<file path="src/rtl/dp_pkg.sv">
// Shared types and widths for the chunked dot-product accumulator and its
// external dot-product unit.
package dp_pkg;

  localparam int OPND_W   = 8;
  localparam int DP_RES_W = 17;

  typedef enum logic [1:0] {
    IDLE = 2'd0,
    RUN  = 2'd1,
    DONE = 2'd2
  } dp_state_t;

endpackage

</file>
<file path="src/rtl/dp_chunk_accumulator.sv">
// Streams operand chunks into an external dot-product unit and sums its results.
// Build option: define DP_ACC_SAT_EN to saturate the accumulator instead of wrapping.
module dp_chunk_accumulator
  import dp_pkg::*;
#(
  parameter int DEPTH = 4,
  parameter int ACC_W = 32,
  parameter int CNT_W = 8
) (
  input  logic                clk,
  input  logic                rst,
  input  logic                start,
  input  logic [CNT_W-1:0]    num_chunks,
  input  logic                in_valid,
  output logic                in_ready,
  input  logic [OPND_W-1:0]   in_a [DEPTH],
  input  logic [OPND_W-1:0]   in_b [DEPTH],
  output logic [OPND_W-1:0]   dp_a [DEPTH],
  output logic [OPND_W-1:0]   dp_b [DEPTH],
  input  logic [DP_RES_W-1:0] dp_res,
  output logic                out_valid,
  input  logic                out_ready,
  output logic [ACC_W-1:0]    out_data,
  output logic                out_ovf,
  output dp_state_t           dbg_state
);

  // Both handshakes transfer on a rising edge where valid && ready; a source
  // holds its payload while valid is high and ready is low, and ready never
  // depends combinationally on valid.

  dp_state_t          state;
  logic [CNT_W-1:0]   num_r;
  logic [CNT_W-1:0]   in_cnt;
  logic [CNT_W-1:0]   acc_cnt;
  logic               dp_vld;
  logic [ACC_W-1:0]   acc;
  logic               ovf;

  logic               in_fire;
  logic [CNT_W:0]     in_cnt_nxt;
  logic [CNT_W:0]     acc_cnt_nxt;
  logic [ACC_W:0]     sum;
  logic [ACC_W-1:0]   acc_nxt;

  assign in_fire     = in_valid && in_ready;
  assign in_cnt_nxt  = {1'b0, in_cnt} + {{CNT_W{1'b0}}, 1'b1};
  assign acc_cnt_nxt = {1'b0, acc_cnt} + {{CNT_W{1'b0}}, 1'b1};

  // One spare bit above the accumulator catches the carry used for out_ovf.
  assign sum = {1'b0, acc} + {{(ACC_W + 1 - DP_RES_W){1'b0}}, dp_res};

`ifdef DP_ACC_SAT_EN
  assign acc_nxt = sum[ACC_W] ? {ACC_W{1'b1}} : sum[ACC_W-1:0];
`else
  assign acc_nxt = sum[ACC_W-1:0];
`endif

  assign out_data  = acc;
  assign out_ovf   = ovf;
  assign dbg_state = state;

  always_ff @(posedge clk or posedge rst) begin
    if (rst) begin
      state     <= IDLE;
      num_r     <= '0;
      in_cnt    <= '0;
      acc_cnt   <= '0;
      dp_vld    <= 1'b0;
      acc       <= '0;
      ovf       <= 1'b0;
      in_ready  <= 1'b0;
      out_valid <= 1'b0;
      for (int i = 0; i < DEPTH; i++) begin
        dp_a[i] <= '0;
        dp_b[i] <= '0;
      end
    end else begin
      dp_vld <= in_fire;
      if (in_fire) begin
        dp_a <= in_a;
        dp_b <= in_b;
      end

      case (state)
        IDLE: begin
          if (start) begin
            num_r   <= num_chunks;
            in_cnt  <= '0;
            acc_cnt <= '0;
            acc     <= '0;
            ovf     <= 1'b0;
            if (num_chunks == '0) begin
              state     <= DONE;
              out_valid <= 1'b1;
            end else begin
              state    <= RUN;
              in_ready <= 1'b1;
            end
          end
        end

        RUN: begin
          if (in_fire) begin
            in_cnt   <= in_cnt_nxt[CNT_W-1:0];
            in_ready <= (in_cnt_nxt < {1'b0, num_r});
          end
          // dp_res belongs to the chunk registered on the previous edge.
          if (dp_vld) begin
            acc     <= acc_nxt;
            ovf     <= ovf | sum[ACC_W];
            acc_cnt <= acc_cnt_nxt[CNT_W-1:0];
            if (acc_cnt_nxt == {1'b0, num_r}) begin
              state     <= DONE;
              out_valid <= 1'b1;
            end
          end
        end

        DONE: begin
          if (out_ready) begin
            state     <= IDLE;
            out_valid <= 1'b0;
          end
        end

        default: begin
          state     <= IDLE;
          in_ready  <= 1'b0;
          out_valid <= 1'b0;
        end
      endcase
    end
  end

endmodule

</file>
<file path="config.mk">
export PLATFORM = sky130hd
export DESIGN_NAME = dp_chunk_accumulator
export DESIGN_NICKNAME = d
export VERILOG_FILES = /design/src/rtl/dp_pkg.sv /design/src/rtl/dp_chunk_accumulator.sv
export SDC_FILE = /design/constraint.sdc
export NUM_CORES = 1
export LEC_CHECK = 0
export ABC_CLOCK_PERIOD_IN_PS = 5050
export CAP_MARGIN = 40
export CORE_UTILIZATION = 45
export DETAILED_ROUTE_END_ITERATION = 10
export GPL_TIMING_DRIVEN = 0
export PLACE_DENSITY_LB_ADDON = 0.05
export SYNTH_ARGS = -nofsm -noshare
export SYNTH_HDL_FRONTEND = slang
export SYNTH_SLANG_ARGS = --single-unit
</file>
<file path="constraint.sdc">
create_clock -name clk -period 5.05 [get_ports clk]
set_input_delay 1.01 -clock clk [delete_from_list [all_inputs] [get_ports clk]]
set_output_delay 1.01 -clock clk [all_outputs]
set_load 0.02 [all_outputs]
</file>
Yosys cells after proc, flatten, opt, wreduce, memory -nomap -nowiden --
Index checks and enable logic that the tools add are counted.
Word-level totals: flip-flop bits (word level) 126, input port bits 94, output and inout port bits 101, logic and storage cells 70
Operators by class: add/subtract/negate cells 3, magnitude comparators 1, equal/unequal tests 10, multiplexer cells 27, bitwise operators 2, reduce and logical (&&, ||, !) cells 10
Operator list (number):
- $mux W32 | 2
- $pmux W32 S2 | 1
- $add A32 B17 Y33 | 1
- $pmux W8 S2 | 2
- $mux W8 | 3
- $add A8 B1 Y9 const B | 2
- $ne A2 B2 Y1 const B | 7
- $mux W1 | 10
- $mux W2 | 5
- $eq A9 B8 Y1 | 1
- $lt A9 B8 Y1 | 1
- $logic_not A8 Y1 | 1
- $reduce_and A4 Y1 | 2
- $pmux W1 S3 | 2
- $pmux W2 S3 | 1
- $reduce_and A3 Y1 | 2
- $reduce_and A5 Y1 | 1
- $eq A2 B1 Y1 const B | 1
- $eq A2 B2 Y1 const B | 1
- $logic_not A2 Y1 | 1
- $pmux W1 S2 | 1
- $reduce_and A2 Y1 | 1
- $reduce_bool A2 Y1 | 1
- $logic_and A1 B1 Y1 | 1
- other kinds (2) | 2

Depth between registers and ports, before layout --
word-level depth 5, depth in mapped cells 10, depth with buffers taken out 9

Least setup slack after synthesis --
OpenSTA, ideal clock, no wires.
kind in2reg, start input port dp_res[0], end register ovf, in the netlist out_ovf, library setup time 119 ps, arrival time 3059 ps, required time 4931 ps, slack 1872 ps, stages on the path 10, buffers on the path 1, cells stage by stage ha_1 fa_1 a21oi_1 o211ai_1 a32oi_2 a31oi_4 a221oi_2 buf_4 nor2_1 o21a_1
On the way: cells in the longest elaborated chain, start to end 4
Ends and longest elaborated chain:
- from (decl) | RTL line dp_chunk_accumulator.sv:20 | input logic [DP_RES_W-1:0] dp_res,
- $add A32 B17 Y33 | RTL line dp_chunk_accumulator.sv:51 | assign sum = {1'b0, acc} + {{(ACC_W + 1 - DP_RES_W){1'b0}}, dp_res};
- $or A1 B1 Y1 | RTL line dp_chunk_accumulator.sv:111 | ovf <= ovf | sum[ACC_W];
- $mux W1 | RTL line dp_chunk_accumulator.sv:109 | if (dp_vld) begin
- $pmux W1 S2 | RTL line dp_chunk_accumulator.sv:85 | case (state)
- to (signal assigned) | RTL line dp_chunk_accumulator.sv:111
- to (decl) | RTL line dp_chunk_accumulator.sv:38 | logic ovf;
No other way between the ends. The select of a mux whose other input is x is not followed. A chain may end at the register's enable or synchronous reset.

Worst setup path in the final report --
Same ends and word-level chain as after synthesis.

==> flow_summary.toml <==
[logic_synthesis]
yosysMostFrequentCell = "dfrtp_1"
synth-main-ff-cell = "dfrtp_1"
synthTopCellsByArea = "dfrtp_1 49%, mux2_2 11%, ha_1 5.1%, o21ai_0 3.6%, nand2_1 3.2%"
ys_seq_elements = 126
syn-cell-area_um2 = 6375
syn_avg_cell_area_um2 = 10.70
async_flop_share = 1.000
yosysSeqAreaShare = 0.4946
synthCells = 596
ys_types = 57
yosys.area.top_type = "dfrtp_1"
synth.top_cell.area_share = 0.4946
ys_warn_count = 0
syn-num-nets = 717
synth_edf_count = 0
synth_common_cells = "126 x dfrtp_1, 65 x mux2_2, 55 x nand2_1, 46 x o21ai_0, 36 x nor2_1"

[floorplan]
die_area_um2 = 14650
fp.dieW_um = 121.0
start_util = 0.4610
coreArea_um2 = 13830
rows = 43
die_h_um = 121.0
ioPinCount = 195

[hold_path]
hold_depth = 1
hold_class = "reg2reg"

[setup_path]
endpoint = "out_ovf$_DFFE_PP0P_"
endpoint_kind = "register"
cp_data_required_time_ns = 5.36
rr_startpoint = "out_data[0]$_DFFE_PP0P_"
r2r.worst_path.cells = 10
arrival_ns = 3.94
worstSetupStartpoint = "dp_res[0]"
r2r_end = "out_ovf$_DFFE_PP0P_"
worstSetupStartpointType = "input port"
ff2ff_setup_slack_ns = 2.05
crit_type = "in2reg"
crit_fanout = 10

[clocking]
clock_path_buffers = 2
cts_tree = "yes"
clkSinkCount = 126
clock_latency_ns = 0.42
cts_resized = 0
cts.htree.levels = 4
post-cts-setup-buffers = 0
postCtsHoldBufs = 0
cts.clk_slew.worst_paths_ns = 0.06
cts_buffers = 17
root_buffer = "clkbuf_16"

[final_layout]
drive_gt1_frac = 0.1311
final_cell_area_um2 = 9175
final_core_util = 0.6636
nets = 932
n_antenna_cell = 0
area_growth_pct = 43.93

[timing]
worstMarginPinSlew_ns = 0.7204
hold_violations = 0
period_needed_ns = 3.635
relSlewSlack = 0.5176
layout_worst_path_cycle_share = 0.7197
clock_skew_ns = 0.007974
final_max_slew_viol_count = 0
fmax_mhz = 275.1
final.setup.tns_ns = 0
setup_violations = 0
rsz0062_at_grt = "false"
worst_slack_ns = 1.415

[power_and_ir_drop]
powerDensity_nw_per_um2 = 556.2
ir_drop_mv = 0.2658
p_leak_nw = 3.873

[grt]
grt_pass1_wl_um = 25840
antenna_found_initial = 0
grt_pass1_vias = 5387
grt_max_degree = 69
track_usage = 0.2292
grt-ovfl-total = 0

[detailed_routing]
drt_iter0_drc = 375
drt-wirelength-per-cell_um = 15.87
ant_nets = 0
drtPass1Iterations = 4
wl_um = 15930
drc = 0
num_vias = 5355
vias_per_cell = 5.334

[status]
status = "finished, final reports clean"

[job]
max_cap_violations = 0

[place]
dp_slack_ns = 0.9842
port_buffers = 194
dp_hpwl_um = 11780
dpl_cell_area_um2 = 8579
gp_congestion = 0.8633
==> registers in the layout, summed over array words and instances, names as in the netlist <==
name,flops
acc_cnt,8
dbg_state,2
dp_a,32
dp_b,32
dp_vld,1
in_cnt,8
in_ready,1
num_r,8
out_data,32
out_ovf,1
out_valid,1
==> where the power goes <==
part           internal, mW  switching (mW)  leakage [nW]  total [mW]
clock network         0.775           0.439         0.288        1.21
registers              1.33           0.237          1.55        1.57
logic                  1.10            1.22          2.04        2.32
total                  3.21            1.89          3.87        5.10
==> metal layers <==
| layer | up-vias | track usage | wire [µm] |
|---|---|---|---|
| met5 | - | 0 | 0 |
| met2 | 168 | 0.3782 | 7949 |
| met1 | 2589 | 0.2696 | 6474 |
| met4 | 0 | 0.08796 | 298 |
| met3 | 20 | 0.08647 | 1209 |
| li1 | 2578 | - | - |
==> cell usage in the layout, fill, tap and decap left out, drive strengths merged, types with 3 or more instances in the layout <==
master	n
a21o	4
a21oi	28
a22o	9
and2	4
and3	8
buf	4
clkbuf	42
clkdlybuf4s50	194
clkinv	5
clkinvlp	3
dfrtp	126
ha	26
inv	18
mux2	65
mux2i	8
nand2	55
nand2b	6
nand3	26
nor2	36
nor3	7
nor3b	7
nor4	6
o2111ai	3
o211ai	6
o21a	5
o21ai	53
o31ai	8
or3	6
xnor2	14
xor2	12
==> stage by stage <==
step | cells | hold WS, ns | total power, mW
floorplan | 596 | 0.4830 | 2.998
global placement | 970 | 0.4758 | 3.838
detailed placement | 972 | 0.4942 | 3.910
CTS | 1004 | 0.5070 | 5.151
global route | 1004 | 0.5149 | 5.440
finish | 1004 | 0.4951 | 5.103
==> logic make-up after synthesis <==
logic type	after synthesis	share of synthesized area
buffers and inverters	40	0.02414
XOR/XNOR	26	0.03572
AND/OR/NAND/NOR	170	0.1284
adder cells (fa/ha/maj)	27	0.05417
AO/OA/AOI/OAI	134	0.1356
multiplexers	73	0.1274
flip-flops	126	0.4946
==> worst max-delay path: stages <==
cell and delay, ns:
clkdlybuf4s50_1 0.44, ha_1 0.24, fa_1 0.40, a21oi_1 0.26
o211ai_1 0.15, a32oi_2 0.30, a31oi_4 0.15, a221oi_2 0.49
buf_4 0.27, nor2_1 0.06, o21a_1 0.16
==> how the worst min path moves through the flow <==
stage	from	endpoint	slack, ns
after floorplan	num_r[0]$_DFFE_PP0P_	num_r[0]$_DFFE_PP0P_	0.48
after CTS	dp_a[8]$_DFFE_PP0P_	dp_a[8]$_DFFE_PP0P_	0.51
after global routing	dp_a[31]$_DFFE_PP0P_	dp_a[31]$_DFFE_PP0P_	0.51
after global placement	out_ovf$_DFFE_PP0P_	out_ovf$_DFFE_PP0P_	0.48
after detailed placement	out_ovf$_DFFE_PP0P_	out_ovf$_DFFE_PP0P_	0.49
final	out_ovf$_DFFE_PP0P_	out_ovf$_DFFE_PP0P_	0.50
==> cell type report <==
cell class	count	area (µm²)
Clock inverter	10	111.4
Buffer	22	86.33
Inverter	18	72.57
Sequential cell	126	3153
Fill cell	1048	4652
Tap cell	180	225.2
Clock buffer	22	484.2
Timing Repair Buffer	196	1974
Multi-Input combinational cell	430	3068
Note: power is estimated with default switching activity, not from simulation.
